**src/rtl/frame_scan_ctrl.sv**
```systemverilog
// Raster scan controller: reads one frame from a 1-cycle-latency RAM and streams it out
// over a valid/ready pixel port. Define FRAME_SCAN_ABORT_EN to add an abort input.
module frame_scan_ctrl #(
    parameter int FRAME_W = 320,
    parameter int FRAME_H = 180,
    parameter int ADDR_W  = 16,
    parameter int DATA_W  = 3,
    parameter int X_W     = 9,
    parameter int Y_W     = 8
) (
    input  logic              clock,
    input  logic              resetN,
    input  logic              start,
    output logic [ADDR_W-1:0] mem_addr,
    input  logic [DATA_W-1:0] mem_q,
    output logic              out_valid,
    input  logic              out_ready,
    output logic [DATA_W-1:0] out_data,
    output logic [X_W-1:0]    out_x,
    output logic [Y_W-1:0]    out_y,
    output logic              busy,
`ifdef FRAME_SCAN_ABORT_EN
    output logic              done,
    input  logic              abort
`else
    output logic              done
`endif
);

    typedef enum logic [2:0] {
        IDLE = 3'd0,
        READ = 3'd1,
        WAIT = 3'd2,
        HOLD = 3'd3,
        DONE = 3'd4
    } state_t;

    localparam logic [X_W-1:0]    LAST_X    = X_W'(FRAME_W - 1);
    localparam logic [Y_W-1:0]    LAST_Y    = Y_W'(FRAME_H - 1);
    localparam logic [ADDR_W-1:0] LAST_ADDR = ADDR_W'(FRAME_W * FRAME_H - 1);

    state_t              state_r;
    state_t              state_s;
    logic [ADDR_W-1:0]   addr_r;
    logic [ADDR_W-1:0]   addr_s;
    logic [X_W-1:0]      x_r;
    logic [X_W-1:0]      x_s;
    logic [Y_W-1:0]      y_r;
    logic [Y_W-1:0]      y_s;
    logic [ADDR_W-1:0]   mem_addr_r;
    logic [DATA_W-1:0]   out_data_r;
    logic                out_valid_r;
    logic                busy_r;
    logic                done_r;
    logic                abort_s;
    logic                last_s;

`ifdef FRAME_SCAN_ABORT_EN
    assign abort_s = abort;
`else
    assign abort_s = 1'b0;
`endif

    // The last pixel is identified by both coordinates so the counters can never run past the frame.
    assign last_s = (x_r == LAST_X) && (y_r == LAST_Y) && (addr_r == LAST_ADDR);

    // Next-state and next-coordinate decode.
    always_comb begin
        state_s = state_r;
        addr_s  = addr_r;
        x_s     = x_r;
        y_s     = y_r;
        case (state_r)
            IDLE: begin
                if (start) begin
                    addr_s  = {ADDR_W{1'b0}};
                    x_s     = {X_W{1'b0}};
                    y_s     = {Y_W{1'b0}};
                    state_s = READ;
                end else begin
                    state_s = IDLE;
                end
            end
            READ: begin
                if (abort_s) begin
                    state_s = IDLE;
                end else begin
                    state_s = WAIT;
                end
            end
            WAIT: begin
                if (abort_s) begin
                    state_s = IDLE;
                end else begin
                    state_s = HOLD;
                end
            end
            HOLD: begin
                if (abort_s) begin
                    state_s = IDLE;
                end else if (out_ready) begin
                    if (last_s) begin
                        state_s = DONE;
                    end else begin
                        addr_s  = addr_r + ADDR_W'(1);
                        if (x_r == LAST_X) begin
                            x_s = {X_W{1'b0}};
                            y_s = y_r + Y_W'(1);
                        end else begin
                            x_s = x_r + X_W'(1);
                            y_s = y_r;
                        end
                        state_s = READ;
                    end
                end else begin
                    state_s = HOLD;
                end
            end
            DONE: begin
                state_s = IDLE;
            end
            default: begin
                state_s = IDLE;
            end
        endcase
    end

    // State, counters and registered outputs; outputs are decoded from the next state.
    always_ff @(posedge clock or negedge resetN) begin
        if (!resetN) begin
            state_r     <= IDLE;
            addr_r      <= {ADDR_W{1'b0}};
            x_r         <= {X_W{1'b0}};
            y_r         <= {Y_W{1'b0}};
            mem_addr_r  <= {ADDR_W{1'b0}};
            out_data_r  <= {DATA_W{1'b0}};
            out_valid_r <= 1'b0;
            busy_r      <= 1'b0;
            done_r      <= 1'b0;
        end else begin
            state_r     <= state_s;
            addr_r      <= addr_s;
            x_r         <= x_s;
            y_r         <= y_s;
            if (state_s == READ) begin
                mem_addr_r <= addr_s;
            end else begin
                mem_addr_r <= mem_addr_r;
            end
            // RAM data for the address presented in READ is valid during WAIT.
            if (state_r == WAIT) begin
                out_data_r <= mem_q;
            end else begin
                out_data_r <= out_data_r;
            end
            out_valid_r <= (state_s == HOLD);
            busy_r      <= (state_s == READ) || (state_s == WAIT) || (state_s == HOLD);
            done_r      <= (state_s == DONE);
        end
    end

    assign mem_addr  = mem_addr_r;
    assign out_data  = out_data_r;
    assign out_x     = x_r;
    assign out_y     = y_r;
    assign out_valid = out_valid_r;
    assign busy      = busy_r;
    assign done      = done_r;

endmodule

```
**config.mk**
```make
export PLATFORM = sky130hd
export DESIGN_NAME = frame_scan_ctrl
export DESIGN_NICKNAME = d
export VERILOG_FILES = /design/src/rtl/frame_scan_ctrl.sv
export SDC_FILE = /design/constraint.sdc
export NUM_CORES = 1
export LEC_CHECK = 0
export BUFFER_PORTS_ARGS = -buffer_cell sky130_fd_sc_hd__buf_4
export CORE_UTILIZATION = 35
export CTS_BUF_LIST = sky130_fd_sc_hd__clkbuf_8
export CTS_CLUSTER_SIZE = 16
export DETAILED_ROUTE_END_ITERATION = 8
export PLACE_DENSITY = 0.51
export REMOVE_ABC_BUFFERS = 1
export SYNTH_ARGS = -nofsm -noshare
export SYNTH_HDL_FRONTEND = slang
export SYNTH_SLANG_ARGS = --single-unit
```
**constraint.sdc**
```tcl
create_clock -name clock -period 7.5 [get_ports clock]
set_clock_uncertainty 0.05 [all_clocks]
set_input_delay 1.125 -clock clock [delete_from_list [all_inputs] [get_ports clock]]
set_output_delay 1.125 -clock clock [all_outputs]
set_load 0.05 [all_outputs]
```
==> results.sh, run 1 <==
export IMPL_worst_path_largest_cell_delay_ps=590
export IMPL_via_density=5.260
export IMPL_power_leakage_nw=1.628
export IMPL_cts_sinks=58
export IMPL_yosys_warnings=0
export IMPL_syn_instance_count=282
export IMPL_postRouteWirelength_um=6912
export IMPL_grt_use_met2_pct=26.48
export IMPL_crit_buf_inv=1
export IMPL_design_portCount=46
export IMPL_dp_hpwl_um=4716
export IMPL_tritoncts="built"
export IMPL_holdBufCountCts=0
export IMPL_tightestPinTransition_ps=739.5
export IMPL_fp_dieW_um=92.32
export IMPL_critical_path_arrival_ps=3070
export IMPL_largest_vdd_supply_drop_mv=0.1543
export IMPL_postCtsSetupRepairBufs=0
export IMPL_tritoncts_num_buffers=9
export IMPL_row_count=32
export IMPL_synth_enable_flop_cells=0
export IMPL_route_antenna_remaining_nets=0
export IMPL_gp_congestion=0.8043
export IMPL_clk_insertion_delay_late_ps=340
export IMPL_critical_path_class="reg -> reg"
export IMPL_final_period_minus_worst_setup_slack_ps=2899
export IMPL_multi_input_area_mm2=0.001344
export IMPL_io_buffers=45
export IMPL_total_power_mw=1.152
export IMPL_layout_worst_path_cycle_share_pct=38.65
export IMPL_grt_util_overall_pct=17.51
export IMPL_dr_pass1_iters=4
export IMPL_synth_seq_area_share_pct=50.83
export IMPL_p_sw_mw=0.4520
export IMPL_power_per_cell_area_mw_per_mm2=327.9
export IMPL_pwr_share_comb_pct=34.1
export IMPL_wl_per_cell_um=15.93
export IMPL_layout_area_overhead_vs_synth_pct=23.05
export IMPL_worstPathCellList="or4b_4 -> nor4_4 -> nand3_1 -> o21ai_2 -> buf_4 -> mux2_2"
export IMPL_area_of_the_core_mm2=0.007807
export IMPL_sw_frac_of_total_pct=39.24
export IMPL_kind_of_start_point_of_the_critical_path="flip-flop"
export IMPL_data_required_time_of_the_critical_path_ps=7680
export IMPL_seq_area_mm2=0.001451
export IMPL_htree_levels=3
export IMPL_die_span_y_um=92.32
export IMPL_ctsLongestPathBuffers=2
export IMPL_post_synth_cell_area_avg_um2=10.12
export IMPL_cp_max_fo=20
export IMPL_seqPwrFrac_pct=35.9
export IMPL_post_route_cells_drive_above_1_share_pct=23.49
export IMPL_setup_violations_final=0
export IMPL_number_of_remaining_drc_errors=0
export IMPL_die_area_mm2=0.008523
export IMPL_antenna_cells=0
export IMPL_filler_cell_count=771
export IMPL_initial_core_util_pct=36.57
export IMPL_nNetsFinal=337
export IMPL_antenna_violations_before_repair=0
export IMPL_pwr_share_clk_pct=30.0
export IMPL_critPathTopFamily="simple AND/OR/NAND/NOR gates"
export IMPL_slew_limit_headroom_pct=50.70
export IMPL_dr_total_vias=2283
export IMPL_grt_pass1_vias=2206
export IMPL_hold_path_class="reg -> reg"
export IMPL_met1_usage_pct=24.63
export IMPL_power_internal_mw=0.6999
export IMPL_setup_total_negative_slack_ps=0
export IMPL_ys_dominant_reg_cell="sky130_fd_sc_hd__dfrtp_1"
export IMPL_clkSlewWorstSetupHoldPaths_ps=70
export IMPL_netlist_area_mm2=0.002855
export IMPL_postCtsResizedCells=0
export IMPL_netlist_top_cells_area="sky130_fd_sc_hd__dfrtp_1 (51%), sky130_fd_sc_hd__nand2_1 (5.0%), sky130_fd_sc_hd__o21ai_0 (4.2%)"
export IMPL_synth_largest_type_area_fraction_pct=50.83
export IMPL_drtIter0Drc=108
export IMPL_grt_pass1_wl_um=11500
export IMPL_grt_busiest_layer="met2"
export IMPL_synth_async_reset_ratio_pct=100.0
export IMPL_pin_count_of_the_biggest_net_entering_global_routing=59
export IMPL_cp_slowest_cell="sky130_fd_sc_hd__or4b_4"
export IMPL_synth_top_cell_by_area="sky130_fd_sc_hd__dfrtp_1"
export IMPL_timing_critical_path_to_type="flip-flop"
export IMPL_timing_max_transition_violations_final=0
export IMPL_setup_repair_after_global_routing_missed_its_margin="no"
export IMPL_grt_ovf=0
export IMPL_cts_root_buf="sky130_fd_sc_hd__clkbuf_8"
export IMPL_finalHoldViolations=0
export IMPL_timing_fmax_ghz=0.3449
export IMPL_met3_capacity_usage_during_global_routing_pct=4.516
export IMPL_status="finished clean"
export IMPL_synth_ff_latch_count=58
export IMPL_yosys_cell_types_count=50
export IMPL_cap_violations=0
==> logic make-up (layout without fill, tap and decap cells) <==
family          after synthesis  count (layout)  synth area share, %
mux                          13              13                4.952
simple gates                120             120                22.61
compound gates               55              55                12.23
flops                        58              58                50.83
xor+xnor                     19              19                5.828
fa+ha+maj                     3               3                1.315
buf+inv                      14              64                2.234
==> final cells by class <==
type	instances	area share (%)
timing repair buffer	47	10.04
tap	102	3.632
sequential	58	41.31
clock inverter	7	3.134
multi-input combinational	210	38.25
inverter	1	0.1068
clock buffer	9	3.526
==> synthesized netlist by cell type (2+ instances only) <==
library cell and count:
sky130_fd_sc_hd__mux2i_1 4, sky130_fd_sc_hd__and4_1 2, sky130_fd_sc_hd__nor2_1 19, sky130_fd_sc_hd__and2_1 3, sky130_fd_sc_hd__nor4_1 3, sky130_fd_sc_hd__o211ai_1 5, sky130_fd_sc_hd__nand2_1 38, sky130_fd_sc_hd__ha_1 3
sky130_fd_sc_hd__a22o_1 2, sky130_fd_sc_hd__a21oi_1 7, sky130_fd_sc_hd__xor2_1 12, sky130_fd_sc_hd__buf_2 2, sky130_fd_sc_hd__mux2_2 9, sky130_fd_sc_hd__nor2b_1 2, sky130_fd_sc_hd__dfrtp_1 58, sky130_fd_sc_hd__a21o_1 3
sky130_fd_sc_hd__clkbuf_1 9, sky130_fd_sc_hd__nor3_1 3, sky130_fd_sc_hd__o41ai_1 3, sky130_fd_sc_hd__o2111ai_1 3, sky130_fd_sc_hd__nand4_1 8, sky130_fd_sc_hd__and3_1 7, sky130_fd_sc_hd__nand3_1 19, sky130_fd_sc_hd__xnor2_1 7
sky130_fd_sc_hd__o21ai_0 24, sky130_fd_sc_hd__o31ai_1 3
==> cells in the final DEF (no fill, tap or decap), types with 3 or more instances in the layout <==
| master | n |
|---|---|
| sky130_fd_sc_hd__a21o_1 | 3 |
| sky130_fd_sc_hd__a21oi_1 | 7 |
| sky130_fd_sc_hd__and2_1 | 3 |
| sky130_fd_sc_hd__and3_1 | 7 |
| sky130_fd_sc_hd__buf_4 | 47 |
| sky130_fd_sc_hd__bufinv_16 | 3 |
| sky130_fd_sc_hd__clkbuf_8 | 9 |
| sky130_fd_sc_hd__dfrtp_1 | 58 |
| sky130_fd_sc_hd__ha_1 | 3 |
| sky130_fd_sc_hd__inv_1 | 3 |
| sky130_fd_sc_hd__mux2_2 | 9 |
| sky130_fd_sc_hd__mux2i_1 | 4 |
| sky130_fd_sc_hd__nand2_1 | 38 |
| sky130_fd_sc_hd__nand3_1 | 19 |
| sky130_fd_sc_hd__nand4_1 | 8 |
| sky130_fd_sc_hd__nor2_1 | 19 |
| sky130_fd_sc_hd__nor3_1 | 3 |
| sky130_fd_sc_hd__nor4_1 | 3 |
| sky130_fd_sc_hd__o2111ai_1 | 3 |
| sky130_fd_sc_hd__o211ai_1 | 5 |
| sky130_fd_sc_hd__o21ai_0 | 24 |
| sky130_fd_sc_hd__o31ai_1 | 3 |
| sky130_fd_sc_hd__o41ai_1 | 3 |
| sky130_fd_sc_hd__xnor2_1 | 7 |
| sky130_fd_sc_hd__xor2_1 | 12 |
==> path summary, 6_finish.rpt <==
kind / startpoint / endpoint / slack (ps) / cells past startpoint
worst max-delay path: addr_r[9] / mem_addr[4] / 4600 / 6
worst min-delay path: mem_addr[9] / mem_addr[9] / 430 / 2
worst max register to register: addr_r[9] / mem_addr[4] / 4600 / 6
worst min register to register: mem_addr[9] / mem_addr[9] / 430 / 2
max in group asynchronous: resetN / mem_addr[8] / 6110 / 1
min in group asynchronous: resetN / addr_r[9] / 810 / 1
==> stage by stage <==
| stage | area (µm²) | hold WS, ps | util (%) | setup slack, ps | instances |
|---|---|---|---|---|---|
| after floorplan | 2795 | 417.7 | - | 4353 | 269 |
| after global placement | 3279 | 412.0 | 42.00 | 4588 | 418 |
| after detailed placement | 3279 | 424.1 | 42.00 | 4553 | 418 |
| after CTS | 3513 | 440.2 | 45.00 | 4594 | 434 |
| after global routing | 3513 | 461.0 | 45.00 | 4460 | 434 |
| final | 3513 | 430.1 | 45.00 | 4601 | 434 |
==> flip-flops by register name (all words and copies together) (netlist names) <==
register and flops:
busy 1, out_data 3, mem_addr 16, done 1, addr_r 16, out_y 8
out_valid 1, state_r 3, out_x 9
==> routing by layer <==
metal	routed length [µm]	vias up	part of all wire, %
li1	-	1113	-
met3	279	6	4.0
met2	3105	49	45
met5	0	-	0
met4	81	0	1.2
met1	3446	1115	50
==> tightest hold or removal path, stage by stage, from the launching register on <==
cell                      delay [ps]
sky130_fd_sc_hd__dfrtp_1         350
sky130_fd_sc_hd__nand2_1          50
sky130_fd_sc_hd__o31ai_1          50
==> power groups by stage <==
stage / Sequential, mW / Combinational, mW / Clock [mW]
3_5_place_dp: 0.420 / 0.395 / 0
2_1_floorplan: 0.530 / 0.149 / 0
3_3_place_gp: 0.417 / 0.395 / 0
4_1_cts: 0.415 / 0.396 / 0.350
5_1_grt: 0.424 / 0.425 / 0.369
6_report: 0.414 / 0.393 / 0.345
Power figures use the tool's default switching activity.
==> inputs of run 2 (changes only) <==
- PLACE_DENSITY: 0.51 -> 0.53
- clock period: 7.5 -> 2.6 ns (I/O delays scaled with it)
==> run 2 against run 1 <==
Non-clock buffer count up 13. Utilization up 0.64 points. Setup slack worse by 4400 ps. Sequential share of layout area down 0.58 points. Cell area up 1.4%. Sequential power rose to 2.9 times the previous value. Wire length up 0.94%. Count of clock-buffer cells in the layout unchanged. Largest power group unchanged.
==> results.sh, run 2 (synthesis results as in run 1) <==
export IMPL_status="finished clean"
export IMPL_worst_path_largest_cell_delay_ps=520
export IMPL_htree_levels=3
export IMPL_worstPathCellList="or4b_4 -> nor4_4 -> nand3_1 -> o21ai_2 -> buf_4 -> nand2_1 -> o31ai_1"
export IMPL_critical_path_class="reg -> reg"
export IMPL_fp_dieW_um=92.32
export IMPL_power_leakage_nw=1.669
export IMPL_pwr_share_comb_pct=37.3
export IMPL_power_internal_mw=1.850
export IMPL_initial_core_util_pct=36.57
export IMPL_timing_max_transition_violations_final=0
export IMPL_slew_limit_headroom_pct=49.95
export IMPL_grt_ovf=0
export IMPL_setup_repair_after_global_routing_missed_its_margin="no"
export IMPL_tightestPinTransition_ps=750.7
export IMPL_setup_violations_final=0
export IMPL_data_required_time_of_the_critical_path_ps=2790
export IMPL_area_of_the_core_mm2=0.007807
export IMPL_clk_insertion_delay_late_ps=340
export IMPL_hold_path_class="in -> async"
export IMPL_layout_area_overhead_vs_synth_pct=24.80
export IMPL_tritoncts_num_buffers=9
export IMPL_tritoncts="built"
export IMPL_design_portCount=46
export IMPL_utilization_pct=45.64
export IMPL_power_per_cell_area_mw_per_mm2=885.3
export IMPL_postCtsResizedCells=0
export IMPL_postCtsSetupRepairBufs=0
export IMPL_route_top_layer_used="met4"
export IMPL_die_area_mm2=0.008523
export IMPL_sw_frac_of_total_pct=41.36
export IMPL_critical_path_arrival_ps=2610
export IMPL_nNetsFinal=350
export IMPL_clkSlewWorstSetupHoldPaths_ps=70
export IMPL_largest_vdd_supply_drop_mv=0.4285
export IMPL_met3WireLength_um=286
export IMPL_most_common_cell_after_layout_fill_and_taps_aside="sky130_fd_sc_hd__buf_4"
export IMPL_dp_worst_setup_slack_ps=214.1
export IMPL_final_period_minus_worst_setup_slack_ps=2413
export IMPL_cts_root_buf="sky130_fd_sc_hd__clkbuf_8"
export IMPL_dpl_instance_area_mm2=0.003377
export IMPL_p_sw_mw=1.305
export IMPL_postRouteWirelength_um=6977
export IMPL_area_of_all_placed_cells_without_fillers_mm2=0.003563
export IMPL_wl_per_cell_um=15.61
export IMPL_grt_pass1_vias=2207
export IMPL_kind_of_start_point_of_the_critical_path="flip-flop"
export IMPL_die_span_y_um=92.32
export IMPL_io_buffers=45
export IMPL_total_power_mw=3.155
export IMPL_layout_worst_path_cycle_share_pct=92.81
export IMPL_cp_max_fo=14
export IMPL_grt_util_overall_pct=17.68
export IMPL_row_count=32
export IMPL_holdBufCountCts=0
export IMPL_timing_critical_path_to_type="flip-flop"
export IMPL_m1WireLength_um=3553
export IMPL_mostFrequentLayoutCells="sky130_fd_sc_hd__buf_4 (60), sky130_fd_sc_hd__dfrtp_1 (58), sky130_fd_sc_hd__nand2_1 (38), sky130_fd_sc_hd__o21ai_0 (24)"
export IMPL_number_of_remaining_drc_errors=0
export IMPL_cp_slowest_cell="sky130_fd_sc_hd__or4b_4"
export IMPL_ctsLongestPathBuffers=2
export IMPL_dp_hpwl_um=4791
export IMPL_antenna_cells=0
export IMPL_setup_ws_ps=186.9
export IMPL_drtIter0Drc=152
export IMPL_pin_count_of_the_biggest_net_entering_global_routing=59
export IMPL_cts_sinks=58
export IMPL_pwr_share_clk_pct=25.4
export IMPL_timing_fmax_ghz=0.4144
export IMPL_dr_total_vias=2349
export IMPL_route_antenna_remaining_nets=0
export IMPL_finalHoldViolations=0
export IMPL_antenna_violations_before_repair=0
export IMPL_seqPwrFrac_pct=37.3
export IMPL_dr_wl_met2_um=3044
export IMPL_dr_pass1_iters=4
export IMPL_via_density=5.255
export IMPL_grt_pass1_wl_um=11620
export IMPL_gp_congestion=0.8403
export IMPL_cap_violations=0
export IMPL_post_route_cells_drive_above_1_share_pct=26.38
## run 2: cell count changes in the layout (fill, tap and decap cells not counted), sizes merged
cell | before | now
clkinvlp | 1 | 2
buf | 47 | 60
bufinv | 3 | 1
clkinv | 1 | 2
## run 2: per-stage QoR
| step | hold WS, ps | instances | TNS [ps] |
|---|---|---|---|
| 2_1_floorplan | 44.41 | 269 | -4001 |
| 6_report | 52.13 | 447 | 0 |
| 3_3_place_gp | 415.7 | 431 | 0 |
| 4_1_cts | 91.16 | 447 | 0 |
| 3_5_place_dp | 421.8 | 431 | 0 |
| 5_1_grt | 110.7 | 447 | 0 |
## run 2: critical path, delay by kind of cell (launching register included)
kind                   cells  cell delay (ps)
AO/OA/AOI/OAI              2              360
buffers and inverters      1              320
flip-flops                 1              460
AND/OR/NAND/NOR            4             1130
## run 2: cell type report
cell class / count / area, µm²
flip-flops and latches: 58 / 1451
clock buffers: 9 / 123.9
repair buffers: 60 / 450.4
inverters: 1 / 3.754
multi-input cells: 210 / 1344
well taps: 102 / 127.6
fillers: 777 / 4244
clock inverters: 7 / 62.56
## run 2: path summary, 6_finish.rpt
check                             start      endpoint  slack [ps]  cells past startpoint
max                          addr_r[10]  mem_addr[14]         190                      7
min                              resetN    addr_r[15]          50                      1
max reg2reg                  addr_r[10]  mem_addr[14]         190                      7
min reg2reg                mem_addr[15]  mem_addr[15]         430                      2
max in group asynchronous        resetN      out_y[7]        1930                      1
min in group clock             mem_q[0]   out_data[0]         230                      2
## run 2: power by group through the flow
stage | Clock [mW] | Combinational [mW] | Sequential (mW)
after floorplan | 0 | 0.431 | 1.53
after global placement | 0 | 1.18 | 1.19
after detailed placement | 0 | 1.18 | 1.19
after CTS | 0.816 | 1.18 | 1.18
after global routing | 0.862 | 1.26 | 1.20
final | 0.802 | 1.18 | 1.18
## run 2: routing by layer
metal / global-route usage, % / vias up
met1: 25.65 / 1146
met2: 25.62 / 49
met4: 5.859 / 0
li1: - / 1147
met3: 4.433 / 7
met5: 0 / -
==> inputs of run 3 (changes only) <==
- BUFFER_PORTS_ARGS: -buffer_cell sky130_fd_sc_hd__buf_4 -> default
- DONT_BUFFER_PORTS: default -> 1
- PLACE_DENSITY: 0.53 -> 0.48
==> run 3 against run 2 <==
Non-clock buffer count shrank 26. Count of clock-buffer cells in the layout grew 1. Setup slack lost 14 ps.
==> results.sh, run 3 (synthesis results as in run 1) <==
export IMPL_finalHoldViolations=0
export IMPL_tritoncts="built"
export IMPL_antenna_cells=0
export IMPL_cts_root_buf="sky130_fd_sc_hd__clkbuf_8"
export IMPL_postCtsResizedCells=0
export IMPL_power_per_cell_area_mw_per_mm2=934.8
export IMPL_cap_violations=0
export IMPL_grt_pass1_wl_um=11700
export IMPL_dp_hpwl_um=5053
export IMPL_final_period_minus_worst_setup_slack_ps=2427
export IMPL_row_count=32
export IMPL_cp_max_fo=6
export IMPL_timing_max_transition_violations_final=0
export IMPL_postRouteWirelength_um=7162
export IMPL_dp_worst_setup_slack_ps=212.8
export IMPL_p_sw_mw=1.293
export IMPL_clkSlewWorstSetupHoldPaths_ps=70
export IMPL_ff2ff_setup_slack_ps=170
export IMPL_filler_cell_count=785
export IMPL_grt_util_overall_pct=18.07
export IMPL_setup_repair_after_global_routing_missed_its_margin="no"
export IMPL_sw_frac_of_total_pct=40.28
export IMPL_htree_levels=3
export IMPL_power_leakage_nw=1.564
export IMPL_hold_slack_ps=94.02
export IMPL_most_common_cell_after_layout_fill_and_taps_aside="sky130_fd_sc_hd__dfrtp_1"
export IMPL_timing_fmax_ghz=0.4120
export IMPL_power_internal_mw=1.917
export IMPL_via_density=5.361
export IMPL_total_power_mw=3.211
export IMPL_area_of_the_core_mm2=0.007807
export IMPL_route_antenna_remaining_nets=0
export IMPL_pwr_share_clk_pct=29.0
export IMPL_dr_pass1_iters=4
export IMPL_layout_area_overhead_vs_synth_pct=20.29
export IMPL_tritoncts_num_buffers=9
export IMPL_die_span_y_um=92.32
export IMPL_layout_worst_path_cycle_share_pct=93.34
export IMPL_timing_critical_path_to_type="flip-flop"
export IMPL_drtIter0Drc=66
export IMPL_setup_ws_ps=173.1
export IMPL_mostFrequentLayoutCells="sky130_fd_sc_hd__dfrtp_1 (58), sky130_fd_sc_hd__nand2_1 (38), sky130_fd_sc_hd__buf_4 (31), sky130_fd_sc_hd__o21ai_0 (24)"
export IMPL_antenna_violations_before_repair=0
export IMPL_hold_path_class="in -> reg"
export IMPL_data_required_time_of_the_critical_path_ps=2830
export IMPL_grt_pass1_vias=2220
export IMPL_pwr_share_comb_pct=27.3
export IMPL_grt_ovf=0
export IMPL_nNetsFinal=324
export IMPL_setup_total_negative_slack_ps=0
export IMPL_initial_core_util_pct=36.57
export IMPL_fp_dieW_um=92.32
export IMPL_largest_vdd_supply_drop_mv=0.3979
export IMPL_critical_path_arrival_ps=2650
export IMPL_gp_congestion=0.8076
export IMPL_dr_total_vias=2257
export IMPL_critical_path_class="reg -> reg"
export IMPL_cts_sinks=58
export IMPL_pin_count_of_the_biggest_net_entering_global_routing=59
export IMPL_kind_of_start_point_of_the_critical_path="flip-flop"
export IMPL_utilization_pct=43.99
export IMPL_status="finished clean"
export IMPL_seqPwrFrac_pct=43.6
export IMPL_design_portCount=46
export IMPL_io_buffers=0
export IMPL_wl_per_cell_um=17.01
export IMPL_clk_insertion_delay_late_ps=340
export IMPL_tightestPinTransition_ps=658.6
export IMPL_setup_violations_final=0
export IMPL_die_area_mm2=0.008523
export IMPL_ctsLongestPathBuffers=2
export IMPL_slew_limit_headroom_pct=56.09
export IMPL_post_route_cells_drive_above_1_share_pct=20.69
export IMPL_number_of_remaining_drc_errors=0
## run 3: changes by cell type in the layout (fill, tap and decap cells not counted)
cell                            previous run  this run
sky130_fd_sc_hd__clkinv_2                  2         4
sky130_fd_sc_hd__clkinvlp_4                2         0
sky130_fd_sc_hd__bufinv_16                 1         2
sky130_fd_sc_hd__buf_16                    0         1
sky130_fd_sc_hd__clkbuf_8                  9        10
sky130_fd_sc_hd__dlygate4sd3_1             0         1
sky130_fd_sc_hd__buf_12                    0         1
sky130_fd_sc_hd__buf_4                    60        31
sky130_fd_sc_hd__inv_1                     3         1
## run 3: path summary, 6_finish.rpt
path / cells after the start / end / startpoint
min in group asynchronous: 2 / mem_addr[3] / resetN
min reg2reg: 2 / addr_r[1] / addr_r[1]
max: 6 / out_x[5] / addr_r[8]
min: 1 / out_valid / out_ready
max in group asynchronous: 2 / out_x[4] / resetN
max reg2reg: 6 / out_x[5] / addr_r[8]
## run 3: layer usage
layer | track usage, % | vias up | wire length [µm]
li1 | - | 1093 | -
met1 | 23.70 | 1112 | 3456
met2 | 28.02 | 44 | 3276
met3 | 4.598 | 8 | 329
met4 | 8.073 | 0 | 100
met5 | 0 | - | 0
## run 3: area by class of cell
type / count / area (µm²) / area share (%)
Inverter: 1 / 3.754 / 0.1093
Multi-Input combinational cell: 210 / 1344 / 39.13
Clock inverter: 6 / 80.08 / 2.332
Timing Repair Buffer: 34 / 290.3 / 8.452
Clock buffer: 10 / 137.6 / 4.007
Tap cell: 102 / 127.6 / 3.716
Sequential cell: 58 / 1451 / 42.26
## run 3: repair_timing
action,in CTS,in global routing
buffers inserted,0,0
endpoints found under the hold margin,58,0
hold buffers,2,0
## run 3: worst max-delay path, cell delays in order, from the launching register on
cell and delay (ps):
sky130_fd_sc_hd__dfrtp_1 450, sky130_fd_sc_hd__or4b_4 550, sky130_fd_sc_hd__nor4_4 380, sky130_fd_sc_hd__a211oi_2 130, sky130_fd_sc_hd__or2_1 230, sky130_fd_sc_hd__or4_1 490
sky130_fd_sc_hd__nand2_1 80
## run 3: through the flow
stage               instances  instance area (µm²)
floorplan                 269                 2795
global placement          403                 3179
detailed placement        403                 3179
CTS                       421                 3435
global route              421                 3435
finish                    421                 3435
## run 3: power groups by stage
stage	clock network, mW	registers, mW	logic, mW
finish	0.932	1.40	0.878
global route	0.999	1.42	0.978
CTS	0.952	1.40	0.891
detailed placement	0	1.42	0.865
global placement	0	1.42	0.861
floorplan	0	1.53	0.431
